`src/rtl/inst_mem_loader.sv`:
```
// Streams 32-bit instruction words into a byte-addressed instruction RAM, MSB first.
// Optional running checksum of accepted words is enabled with INST_LOADER_CHECKSUM_EN.
module inst_mem_loader #(
  parameter int ADDR_WIDTH = 8,
  parameter int DEPTH      = 256
) (
  input  logic                  clk,
  input  logic                  reset,
  input  logic                  start,
  input  logic [ADDR_WIDTH-1:0] base_addr,
  input  logic [31:0]           word_in,
  input  logic                  word_last,
  input  logic                  word_valid,
  output logic                  word_ready,
  output logic                  mem_we,
  output logic [ADDR_WIDTH-1:0] mem_addr,
  output logic [7:0]            mem_data,
  output logic                  busy,
  output logic                  done,
  output logic                  overflow,
  output logic [ADDR_WIDTH-2:0] word_count
`ifdef INST_LOADER_CHECKSUM_EN
  ,
  output logic [31:0]           checksum
`endif
);

  typedef enum logic [1:0] {
    IDLE   = 2'd0,
    ACCEPT = 2'd1,
    WRITE  = 2'd2,
    DONE   = 2'd3
  } state_t;

  localparam logic [ADDR_WIDTH-1:0] ALIGN_MASK = {{(ADDR_WIDTH-2){1'b1}}, 2'b00};
  localparam logic [ADDR_WIDTH-1:0] WORD_STEP  = {{(ADDR_WIDTH-3){1'b0}}, 3'd4};
  localparam logic [ADDR_WIDTH-1:0] LAST_WORD  = ADDR_WIDTH'(DEPTH - 4);
  localparam logic [ADDR_WIDTH-2:0] COUNT_ONE  = {{(ADDR_WIDTH-2){1'b0}}, 1'b1};

  state_t                state, state_nxt;
  logic [ADDR_WIDTH-1:0] ptr, ptr_nxt;
  logic [31:0]           word, word_nxt;
  logic                  last, last_nxt;
  logic [1:0]            byte_idx, byte_idx_nxt;
  logic                  word_ready_nxt, mem_we_nxt, busy_nxt, done_nxt, overflow_nxt;
  logic [ADDR_WIDTH-1:0] mem_addr_nxt;
  logic [7:0]            mem_data_nxt;
  logic [ADDR_WIDTH-2:0] word_count_nxt;
  logic [31:0]           sum, sum_nxt;

  function automatic logic [7:0] byte_sel(input logic [31:0] w, input logic [1:0] idx);
    case (idx)
      2'd0:    byte_sel = w[31:24];
      2'd1:    byte_sel = w[23:16];
      2'd2:    byte_sel = w[15:8];
      default: byte_sel = w[7:0];
    endcase
  endfunction

  // Next-state and next-output logic; every output is registered from these values.
  always_comb begin
    state_nxt      = state;
    ptr_nxt        = ptr;
    word_nxt       = word;
    last_nxt       = last;
    byte_idx_nxt   = byte_idx;
    word_ready_nxt = 1'b0;
    mem_we_nxt     = 1'b0;
    mem_addr_nxt   = mem_addr;
    mem_data_nxt   = mem_data;
    busy_nxt       = busy;
    done_nxt       = done;
    overflow_nxt   = overflow;
    word_count_nxt = word_count;
    sum_nxt        = sum;
    case (state)
      IDLE, DONE: begin
        if (start) begin
          ptr_nxt        = base_addr & ALIGN_MASK;
          word_count_nxt = '0;
          done_nxt       = 1'b0;
          overflow_nxt   = 1'b0;
          busy_nxt       = 1'b1;
          sum_nxt        = 32'd0;
          word_ready_nxt = 1'b1;
          state_nxt      = ACCEPT;
        end else begin
          state_nxt = state;
        end
      end
      ACCEPT: begin
        word_ready_nxt = 1'b1;
        if (word_valid && word_ready) begin
          word_nxt       = word_in;
          last_nxt       = word_last;
          byte_idx_nxt   = 2'd0;
          sum_nxt        = sum + word_in;
          word_ready_nxt = 1'b0;
          mem_we_nxt     = 1'b1;
          mem_addr_nxt   = ptr;
          mem_data_nxt   = word_in[31:24];
          state_nxt      = WRITE;
        end else begin
          state_nxt = ACCEPT;
        end
      end
      WRITE: begin
        if (byte_idx != 2'd3) begin
          byte_idx_nxt = byte_idx + 2'd1;
          mem_we_nxt   = 1'b1;
          mem_addr_nxt = ptr + {{(ADDR_WIDTH-2){1'b0}}, byte_idx_nxt};
          mem_data_nxt = byte_sel(word, byte_idx_nxt);
        end else begin
          ptr_nxt        = ptr + WORD_STEP;
          word_count_nxt = word_count + COUNT_ONE;
          // last wins over end-of-RAM, so a final word in the top slot is not an overflow
          if (last) begin
            done_nxt  = 1'b1;
            busy_nxt  = 1'b0;
            state_nxt = DONE;
          end else if (ptr == LAST_WORD) begin
            done_nxt     = 1'b1;
            overflow_nxt = 1'b1;
            busy_nxt     = 1'b0;
            state_nxt    = DONE;
          end else begin
            word_ready_nxt = 1'b1;
            state_nxt      = ACCEPT;
          end
        end
      end
      default: begin
        busy_nxt  = 1'b0;
        state_nxt = IDLE;
      end
    endcase
  end

  // State and output registers with synchronous reset.
  always_ff @(posedge clk) begin
    if (reset) begin
      state      <= IDLE;
      ptr        <= '0;
      word       <= 32'd0;
      last       <= 1'b0;
      byte_idx   <= 2'd0;
      word_ready <= 1'b0;
      mem_we     <= 1'b0;
      mem_addr   <= '0;
      mem_data   <= 8'd0;
      busy       <= 1'b0;
      done       <= 1'b0;
      overflow   <= 1'b0;
      word_count <= '0;
      sum        <= 32'd0;
    end else begin
      state      <= state_nxt;
      ptr        <= ptr_nxt;
      word       <= word_nxt;
      last       <= last_nxt;
      byte_idx   <= byte_idx_nxt;
      word_ready <= word_ready_nxt;
      mem_we     <= mem_we_nxt;
      mem_addr   <= mem_addr_nxt;
      mem_data   <= mem_data_nxt;
      busy       <= busy_nxt;
      done       <= done_nxt;
      overflow   <= overflow_nxt;
      word_count <= word_count_nxt;
      sum        <= sum_nxt;
    end
  end

`ifdef INST_LOADER_CHECKSUM_EN
  assign checksum = sum;
`else
  logic unused_sum;
  assign unused_sum = ^sum;
`endif

endmodule
```
`config.mk`:
```
export PLATFORM = sky130hd
export DESIGN_NAME = inst_mem_loader
export DESIGN_NICKNAME = d
export VERILOG_FILES = /design/src/rtl/inst_mem_loader.sv
export SDC_FILE = /design/constraint.sdc
export NUM_CORES = 1
export LEC_CHECK = 0
export CAP_MARGIN = 10
export CORE_MARGIN = 3
export CORE_UTILIZATION = 50
export CTS_CLUSTER_DIAMETER = 150
export DETAILED_ROUTE_END_ITERATION = 8
export PLACE_DENSITY = 0.86
export SYNTH_ARGS = -nofsm -noshare
export SYNTH_HDL_FRONTEND = slang
export SYNTH_SLANG_ARGS = --single-unit
```
`constraint.sdc`:
```
create_clock -name clk -period 3.7 [get_ports clk]
set_clock_uncertainty 0.1 [all_clocks]
set_input_delay 0.555 -clock clk [delete_from_list [all_inputs] [get_ports clk]]
set_output_delay 0.555 -clock clk [all_outputs]
set_load 0.005 [all_outputs]
```
==> impl_results.md, run 1 <==
* Clock power frac at 0.330
* Synth top area share at 0.446
* Initial antenna violation count at 0
* Largest area contributor in the netlist: dfxtp_1
* Crit-path slowest cell: nor2b_1
* Mux contribution to synthesized area at 0.0283
* CTS Buf Count at 9
* Final min period at ~2.6 ns
* Inst Count DP at 517
* Pwr dens at 397 nW/um^2
* Root Driver: clkbuf_8
* Drt pass-1 iters at 6
* Async set or reset register ratio after synthesis at 0
* Synth Area in Adders at 0.0393
* Largest cells by area after synthesis: dfxtp_1 45%, nand2_1 9.3%, a21oi_1 8.0%, ha_1 3.9%, nor2_1 3.4%
* Chip height at 85.8 microns
* Distinct cells, synth at 45
* R2r worst-path depth at 6
* Drc violations at 0
* ANT cells at 0
* Cts hold-fix bufs at 0
* Xor/xnor share of the synthesized area at 0.0137
* Pint at 1.17 mW
* Final Non-Filler Cells at around 530
* Max incr delay on CP at 0.64 ns
* Worst-Margin Slew at about 0.8 ns
* Wirelength per Cell at 14.5 microns
* Sw Pwr at 0.435 mW
* Comb power frac at 0.153
* WP data required at 3.84 ns
* Register bit total from synthesis at 71
* Main combinational cell family by area after synthesis: simple AND/OR/NAND/NOR gates
* CTS tree: yes
* Final hold violation count at 0
* Crit Path Class: flop to flop
* Mapped Nets at about 450
* Synth warnings at 0
* Leak Pwr at ~1.4 nW
* Grt ovf at 0
* Pins Over Slew Limit at 0
* Share of cells above drive strength 1 at 0.0545
* Fmax at 380 MHz
* CP Max Fanout at 12
* Final WL at 7750 microns
* HP Class: flop to flop
* Hold-critical path depth at 2
* RSZ-0062 raised after global routing: no
* Sequential area share after synthesis at 0.446
* Post-synth EDFFs at 0
* CTS sink count at slightly above 70
* PortBufs at 70
* WP buf/inv at 1
* Reg2reg start: state[0]
* Clk buf depth at 2
* Avg Cell Area, Syn at around 8 sq um
* RR Endpoint: ptr[3]
* WHS Endpoint: mem_addr[3]
* Vias in the first global route at 2852
* Setup-failing EPs final at 0
* Clock-pin slew on the worst setup and hold paths at 0.07 ns
* Delay-heaviest family, CP: simple AND/OR/NAND/NOR gates
* Top_reg_cell synth: dfxtp_1
* Sequential power share at 0.517
* DR vias/cell at about 5.7
* Initial DRC count at around 240
* Worst-path cell chain: inv_1 > ha_1 > nor2b_1 > or3_1 > nor3_1 > a2111oi_1
* Synthesized cell area at 3190 sq um
* Compound-Gate Fraction of Synth Area at 0.194
* Post-DP HPWL at between 5000 and 6000 microns
* R2r setup slk at between 1 and 1.5 ns
* Critical path capture point type: flop
* H-tree depth at 3
* Relative slew slack at 0.471
* Largest net degree at the start of global routing at 45
* Clock Latency Late Sink at roughly 0.35 ns
* PostCTS Resize Cnt at 0
* Sw Share at 0.270
* ANT nets after route at 0
* Detailed-route via count at 3024
* FP Rows at 28
* WP data arrival at 2.77 ns
* Setup bufs post-CTS at 0
* Core area at 6060 sq um
* Max Cap Violations at 0
* Post-synth top cells: 79 x nand2_1, 71 x dfxtp_1, 51 x a21oi_1, 29 x nor2_1, 21 x clkbuf_1
* Final layout net count at around 510
* VDD IR max at around 0.24 mV
* Status: completed
* Crit path depth at 6
* I/O Pins at 73
* Die width at 85.8 microns
* First-pass GRT wire length at 12800 microns
* GRT Overall Usage at 0.218
* Die Area at 7370 sq um
* Initial Utilization at 0.526
* Area Growth Syn to Fin at 27.2%
* Area fraction in and, or, nand and nor cells after synthesis at 0.221
* Final Wtd Congestion at 0.803
* Fin Setup TNS at 0 ns
* Period utilization at 0.712
* CP Launch Type: flop
* Worst Hold Launch: mem_addr[3]
* Cells after Synth at roughly 400
* Most frequent cell after synthesis: nand2_1
-- state kept, by name (all words and copies together) (netlist names) --
signal and cells:
busy 1, byte_idx 2, done 1, last 1, mem_addr 8, mem_data 8
mem_we 1, overflow 1, ptr 6, state 2, word 32, word_count 7
word_ready 1
-- per-layer routing --
metal | wire, microns | track usage
met5 | 0 | 0
met2 | 3750 | 0.375
met3 | 621 | 0.0403
met4 | 104 | 0.0863
met1 | 3280 | 0.268
-- cell type report --
| class | count | area (sq um) |
|---|---|---|
| inverter | 16 | 60.1 |
| clock inverter | 6 | 37.5 |
| clock buffer | 10 | 128 |
| tap | 75 | 93.8 |
| timing repair buffer | 74 | 729 |
| sequential | 71 | 1420 |
| multi-input combinational | 282 | 1580 |
| fill | 520 | 2010 |
-- placed cells by master, fill, tap and decap left out, drive strengths merged, types with 8 or more instances in the layout --
master and instances:
o22ai 8, clkdlybuf4s50 69, dfxtp 71, a21oi 51, clkbuf 10, nand3 11, nor2 29, ha 10
nor3 15, nand2 79, mux2i 9, a211oi 8, a222oi 8, inv 16
-- power groups by stage --
stage / logic (mW) / clock network (mW) / registers, mW
after floorplan: 0.132 / 0 / 0.841
after global placement: 0.236 / 0 / 0.846
after detailed placement: 0.242 / 0 / 0.848
after CTS: 0.243 / 0.532 / 0.830
after global routing: 0.272 / 0.567 / 0.836
final: 0.247 / 0.530 / 0.831
-- worst reg2reg max path, cell delays in order (launching register included) --
cell	delay, ns
dfxtp_1	0.34
inv_1	0.06
ha_1	0.52
nor2b_1	0.64
or3_1	0.46
nor3_1	0.09
a2111oi_1	0.33
-- per-stage QoR --
stage / setup slack [ns] / area [sq um] / hold slack, ns / power (mW) / util
final: 1.07 / 4050 / 0.357 / 1.61 / 0.669
after global routing: 0.835 / 4050 / 0.380 / 1.68 / 0.669
after CTS: 1.02 / 4040 / 0.361 / 1.60 / 0.667
after detailed placement: 0.861 / 3880 / 0.350 / 1.09 / 0.640
after global placement: 0.899 / 3880 / 0.335 / 1.08 / 0.640
after floorplan: 1.60 / 3190 / 0.336 / 0.974 / -
-- worst max path at each step --
stage	startpoint	endpoint	slack, ns
global placement	word_valid	mem_data[0]	0.90
floorplan	state[0]	word_count[5]	1.60
detailed placement	word_valid	mem_data[4]	0.86
CTS	state[0]	mem_data[3]	1.02
finish	state[0]	ptr[3]	1.07
global route	state[0]	ptr[3]	0.84
-- kinds of logic (layout without fill, tap and decap cells) --
logic type | count (synthesis) | after routing
XOR/XNOR | 5 | 5
adder cells (fa/ha/maj) | 10 | 10
flip-flops | 71 | 71
other | 1 | 1
buffers and inverters | 45 | 106
AND/OR/NAND/NOR | 159 | 159
AO/OA/AOI/OAI | 98 | 98
multiplexers | 9 | 9
(Power assumes the default switching activity.)
==> run 2: changes to the inputs <==
Clock period 3.7 ns to 2.7 ns, I/O delays scaled along.
==> run 2 against run 1 <==
  * Utilization is 0.68 points higher
  * Combinational power is 41% higher
  * Routed wire length is 1.1% lower
  * Cell count is 0.56% higher
  * Register-to-register slack worse by 0.64 ns
  * Setup slack worse by 0.64 ns
  * Count of clock-buffer cells in the layout is 1 higher
  * Critical endpoint is now overflow
  * Largest power group unchanged
  * Highest routed layer unchanged
==> impl_results.md, run 2 (same netlist as run 1, synthesis figures left out) <==
* Initial DRC count at 246 (was 236)
* Final WL at 7670 microns (was 7750 microns)
* Most frequent cells in the layout: 79 x nand2_1, 71 x dfxtp_1, 69 x clkdlybuf4s50_1 (unchanged)
* Initial antenna violation count at 0 (unchanged)
* Final min period at 2.27 ns (was 2.63 ns)
* Grt ovf at 0 (unchanged)
* Max reg flops at 32 (unchanged)
* Fmax at 440 MHz (was 380 MHz)
* Initial Utilization at 0.526 (unchanged)
* Final Non-Filler Cells at 537 (was 534)
* GRT Overall Usage at 0.220 (was 0.218)
* PostCTS Resize Cnt at 0 (unchanged)
* Root Driver: clkbuf_8 (unchanged)
* Max Cap Violations at 0 (unchanged)
* CTS tree: yes (unchanged)
* Area Growth Syn to Fin at 28.5% (was 27.2%)
* Final Core Density at 0.675 (was 0.669)
* FP Rows at 28 (unchanged)
* Crit-path slowest cell: or3_1 (was nor2b_1)
* WP data required at 2.88 ns (was 3.84 ns)
* Place WS at 0.101 ns (was 0.861 ns)
* Worst-path cell chain: inv_1 > ha_1 > buf_4 > nor2_1 > or3_1 > or3_1 > a21oi_1 (was inv_1 > ha_1 > nor2b_1 > or3_1 > nor3_1 > a2111oi_1)
* Chip height at 85.8 microns (unchanged)
* VDD IR max at 0.366 mV (was 0.241 mV)
* CP Max Fanout at 14 (was 12)
* WP data arrival at 2.45 ns (was 2.77 ns)
* Clock Latency Late Sink at 0.34 ns (was 0.35 ns)
* Commonest non-fill, non-tap cell in the layout: nand2_1 (unchanged)
* Wirelength per Cell at 14.3 microns (was 14.5 microns)
* Fin Setup TNS at 0 ns (unchanged)
* HP Class: flop to flop (unchanged)
* Vias in the first global route at 2894 (was 2852)
* Clock-pin slew on the worst setup and hold paths at 0.07 ns (about the same)
* Final Cell Area at 4090 sq um (was 4050 sq um)
* Top flop regs: word x32, mem_addr x8, mem_data x8 (unchanged)
* ANT nets after route at 0 (unchanged)
* Drc violations at 0 (unchanged)
* Final layout net count at 513 (was 509)
* Cts hold-fix bufs at 0 (unchanged)
* Share of cells above drive strength 1 at 0.0606 (was 0.0545)
* Leak Pwr at 1.41 nW (was 1.37 nW)
* Inst Count DP at 521 (was 517)
* Fillers at 528 (was 520)
* Worst-Margin Slew at 0.751 ns (was 0.793 ns)
* Status: completed (unchanged)
* CTS Buf Count at 9 (unchanged)
* Pwr dens at 538 nW/um^2 (was 397 nW/um^2)
* CP Launch Type: flop (unchanged)
* Post-DP HPWL at 5480 microns (was 5470 microns)
* Max incr delay on CP at 0.50 ns (was 0.64 ns)
* RSZ-0062 raised after global routing: no (unchanged)
* DR vias/cell at 5.62 (was 5.66)
* First-pass GRT wire length at 13000 microns (was 12800 microns)
* Crit Path Class: flop to flop (unchanged)
* Detailed-route via count at 3020 (was 3024)
* Period utilization at 0.842 (was 0.712)
* Final hold violation count at 0 (unchanged)
* Die width at 85.8 microns (unchanged)
* Largest net degree at the start of global routing at 43 (was 45)
* Cell mode on critical path: or3_1
* PnR worst setup slack at 0.427 ns (was 1.07 ns)
* Largest Register: word (unchanged)
* ANT cells at 0 (unchanged)
* CTS sink count at 71 (unchanged)
* Die Area at 7370 sq um (unchanged)
* Critical path capture point type: flop (unchanged)
* Drt pass-1 iters at 6 (unchanged)
* Final Wtd Congestion at 0.835 (was 0.803)
* Pins Over Slew Limit at 0 (unchanged)
* Core area at 6060 sq um (unchanged)
* Relative slew slack at 0.499 (was 0.471)
* Setup-failing EPs final at 0 (unchanged)
* H-tree depth at 3 (unchanged)
* Setup bufs post-CTS at 0 (unchanged)
* Placed Area at 3920 sq um (was 3880 sq um)
* PortBufs at 70 (unchanged)
* Clk buf depth at 2 (unchanged)
* I/O Pins at 73 (unchanged)
[run 2: changes by cell type in the layout (fill, tap and decap cells not counted)]
cell	before	now
buf_12	0	1
clkinvlp_4	3	1
clkbuf_8	9	10
buf_4	3	6
[run 2: stage by stage]
stage               hold slack (ns)  power, mW
detailed placement            0.339       1.50
floorplan                     0.336       1.33
finish                        0.343       2.20
CTS                           0.348       2.21
global route                  0.374       2.31
global placement              0.334       1.49
[run 2: critical path, delay by kind of cell, from the launching register on]
kind,cells,cell delay (ns)
simple gates,3,1.00
compound gates,1,0.13
fa+ha+maj,1,0.34
buf+inv,2,0.33
flops,1,0.32
[run 2: power breakdown]
part	switching, mW	internal, mW	total [mW]
clock network	0.365	0.348	0.714
registers	0.0401	1.10	1.14
logic	0.160	0.187	0.348
total	0.566	1.64	2.20
[run 2: layer usage]
metal	up-vias	track usage	routed length [microns]
met3	8	0.0624	636
met4	0	0.0619	74
met1	1373	0.268	3310
li1	1499	-	-
met5	-	0	0
met2	140	0.379	3650
[run 2: area by class of cell]
class / instances / area, sq um / share of cell area
Multi-Input combinational cell: 282 / 1580 / 0.387
Sequential cell: 71 / 1420 / 0.347
Timing Repair Buffer: 78 / 772 / 0.189
Clock buffer: 11 / 141 / 0.0345
Clock inverter: 4 / 22.5 / 0.00550
Inverter: 16 / 60.1 / 0.0147
Tap cell: 75 / 93.8 / 0.0229
[run 2: worst paths after layout]
path                               start  endpoint  slack, ns  depth (start not counted)
worst min-delay path            overflow  overflow       0.34                          2
worst max register to register  state[0]  overflow       0.43                          7
worst max-delay path            state[0]  overflow       0.43                          7
worst min register to register  overflow  overflow       0.34                          2
==> run 3: changes to the inputs <==
Clock period 2.7 ns to 2.38 ns, I/O delays scaled along.
==> run 3 against run 2 <==
  * Hold slack better by 0.0074 ns
  * Critical path depth is 2 lower
  * Cell count rose by 1.1%
  * Critical endpoint is now word_count[5]
  * Largest power group unchanged
  * Highest routed layer unchanged
==> impl_results.md, run 3 (same netlist as run 1, synthesis figures left out) <==
* CTS tree: yes (unchanged)
* Max incr delay on CP at 0.57 ns (was 0.50 ns)
* CP Launch Type: flop (unchanged)
* Initial Utilization at 0.526 (unchanged)
* Drt pass-1 iters at 6 (unchanged)
* Final hold violation count at 0 (unchanged)
* Initial DRC count at 236 (was 246)
* Drc violations at 0 (unchanged)
* Detailed-route via count at 3082 (was 3020)
* PortBufs at 70 (unchanged)
* CP Max Fanout at 8 (was 14)
* Final Non-Filler Cells at 543 (was 537)
* Cts hold-fix bufs at 0 (unchanged)
* Die Area at 7370 sq um (unchanged)
* Final Wtd Congestion at 0.814 (was 0.835)
* Share of cells above drive strength 1 at 0.0705 (was 0.0606)
* WP data arrival at 2.47 ns (was 2.45 ns)
* WP data required at 2.56 ns (was 2.88 ns)
* First-pass GRT wire length at 13000 microns (about the same)
* HP Class: flop to flop (unchanged)
* Final WL at 8030 microns (was 7670 microns)
* ANT cells at 0 (unchanged)
* Grt ovf at 0 (unchanged)
* Chip height at 85.8 microns (unchanged)
* Top flop regs: word x32, mem_addr x8, mem_data x8 (unchanged)
* Area Growth Syn to Fin at 30.4% (was 28.5%)
* Worst-Margin Slew at 0.787 ns (was 0.751 ns)
* Max Cap Violations at 0 (unchanged)
* Inst Count DP at 527 (was 521)
* Root Driver: clkbuf_8 (unchanged)
* Relative slew slack at 0.474 (was 0.499)
* GRT Overall Usage at 0.221 (was 0.220)
* Max reg flops at 32 (unchanged)
* Setup-failing EPs final at 0 (unchanged)
* Worst-path cell chain: ha_1 > nor2b_1 > or4_4 > or3_1 > a21oi_1 (was inv_1 > ha_1 > buf_4 > nor2_1 > or3_1 > or3_1 > a21oi_1)
* Wirelength per Cell at 14.8 microns (was 14.3 microns)
* PnR worst setup slack at 0.0924 ns (was 0.427 ns)
* H-tree depth at 3 (unchanged)
* Worst hold slack at 0.351 ns (was 0.343 ns)
* Critical path capture point type: flop (unchanged)
* Post-DP HPWL at 5620 microns (was 5480 microns)
* CTS Buf Count at 9 (unchanged)
* I/O Pins at 73 (unchanged)
* Crit Path Class: flop to flop (unchanged)
* Clock-pin slew on the worst setup and hold paths at 0.08 ns (was 0.07 ns)
* Pwr dens at 636 nW/um^2 (was 538 nW/um^2)
* Fmax at 437 MHz (was 440 MHz)
* Period utilization at 0.961 (was 0.842)
* Clk buf depth at 2 (unchanged)
* Commonest non-fill, non-tap cell in the layout: nand2_1 (unchanged)
* Core area at 6060 sq um (unchanged)
* Final min period at 2.29 ns (was 2.27 ns)
* Pins Over Slew Limit at 0 (unchanged)
* FP Rows at 28 (unchanged)
* DR vias/cell at 5.68 (was 5.62)
* RSZ-0062 raised after global routing: no (unchanged)
* Leak Pwr at 1.43 nW (was 1.41 nW)
* ANT nets after route at 0 (unchanged)
* Clock Latency Late Sink at 0.34 ns (about the same)
* Die width at 85.8 microns (unchanged)
* Placed Area at 3950 sq um (was 3920 sq um)
* CTS sink count at 71 (unchanged)
* VDD IR max at 0.332 mV (was 0.366 mV)
* Final Cell Area at 4160 sq um (was 4090 sq um)
* Status: completed (unchanged)
* Vias in the first global route at 2880 (was 2894)
* Place WS at -0.114 ns (was 0.101 ns)
* Largest Register: word (unchanged)
* Final layout net count at 518 (was 513)
* Largest net degree at the start of global routing at 35 (was 43)
* Crit-path slowest cell: or4_4 (was or3_1)
* Initial antenna violation count at 0 (unchanged)
* Most frequent cells in the layout: 79 x nand2_1, 71 x dfxtp_1, 69 x clkdlybuf4s50_1 (unchanged)
==> run 3: cell count changes in the layout (fill, tap and decap cells not counted), sizes merged <==
cell	change
clkbuf	+2
bufinv	+1
clkinv	-2
buf	+5
==> run 3: worst paths after layout <==
| kind | slack, ns | endpoint | cells after the start | startpoint |
|---|---|---|---|---|
| hold / removal | 0.35 | overflow | 2 | overflow |
| hold reg to reg | 0.35 | overflow | 2 | overflow |
| setup reg to reg | 0.09 | word_count[5] | 5 | byte_idx[0] |
| setup / recovery | 0.09 | word_count[5] | 5 | byte_idx[0] |
==> run 3: timing repair <==
item,in CTS,in global routing
setup buffers,0,0
endpoints found under the setup margin,0,14
hold endpoints to repair,0,0
gates resized for setup,0,2
==> run 3: cell type report <==
class / instances / area, sq um
clock inverters: 3 / 42.5
repair buffers: 83 / 793
multi-input cells: 282 / 1600
flip-flops and latches: 71 / 1420
well taps: 75 / 93.8
fillers: 496 / 1910
clock buffers: 13 / 149
inverters: 16 / 60.1
==> run 3: report_power, final <==
group / internal, mW / total, mW / switching (mW)
Clock: 0.513 / 0.946 / 0.433
Combinational: 0.216 / 0.403 / 0.187
Sequential: 1.25 / 1.29 / 0.0473
Total: 1.98 / 2.64 / 0.668
==> run 3: worst max-delay path, delay by kind of cell, from the launching register on <==
kind	cells	cell delay, ns
AND/OR/NAND/NOR	3	1.12
adder cells (fa/ha/maj)	1	0.41
AO/OA/AOI/OAI	1	0.14
flip-flops	1	0.45
==> run 3: layer usage <==
| metal | GRT usage | vias to the layer above | routed length (microns) |
|---|---|---|---|
| met5 | 0 | - | 0 |
| met1 | 0.279 | 1425 | 3560 |
| li1 | - | 1515 | - |
| met4 | 0.0964 | 0 | 137 |
| met2 | 0.373 | 128 | 3800 |
| met3 | 0.0365 | 14 | 534 |
==> run 3: through the flow <==
stage               TNS [ns]  utilization  power (mW)
floorplan                  0            -        1.51
global placement      -0.253        0.652        1.70
detailed placement    -0.856        0.652        1.71
CTS                        0        0.684        2.65
global route               0        0.686        2.75
finish                     0        0.686        2.64
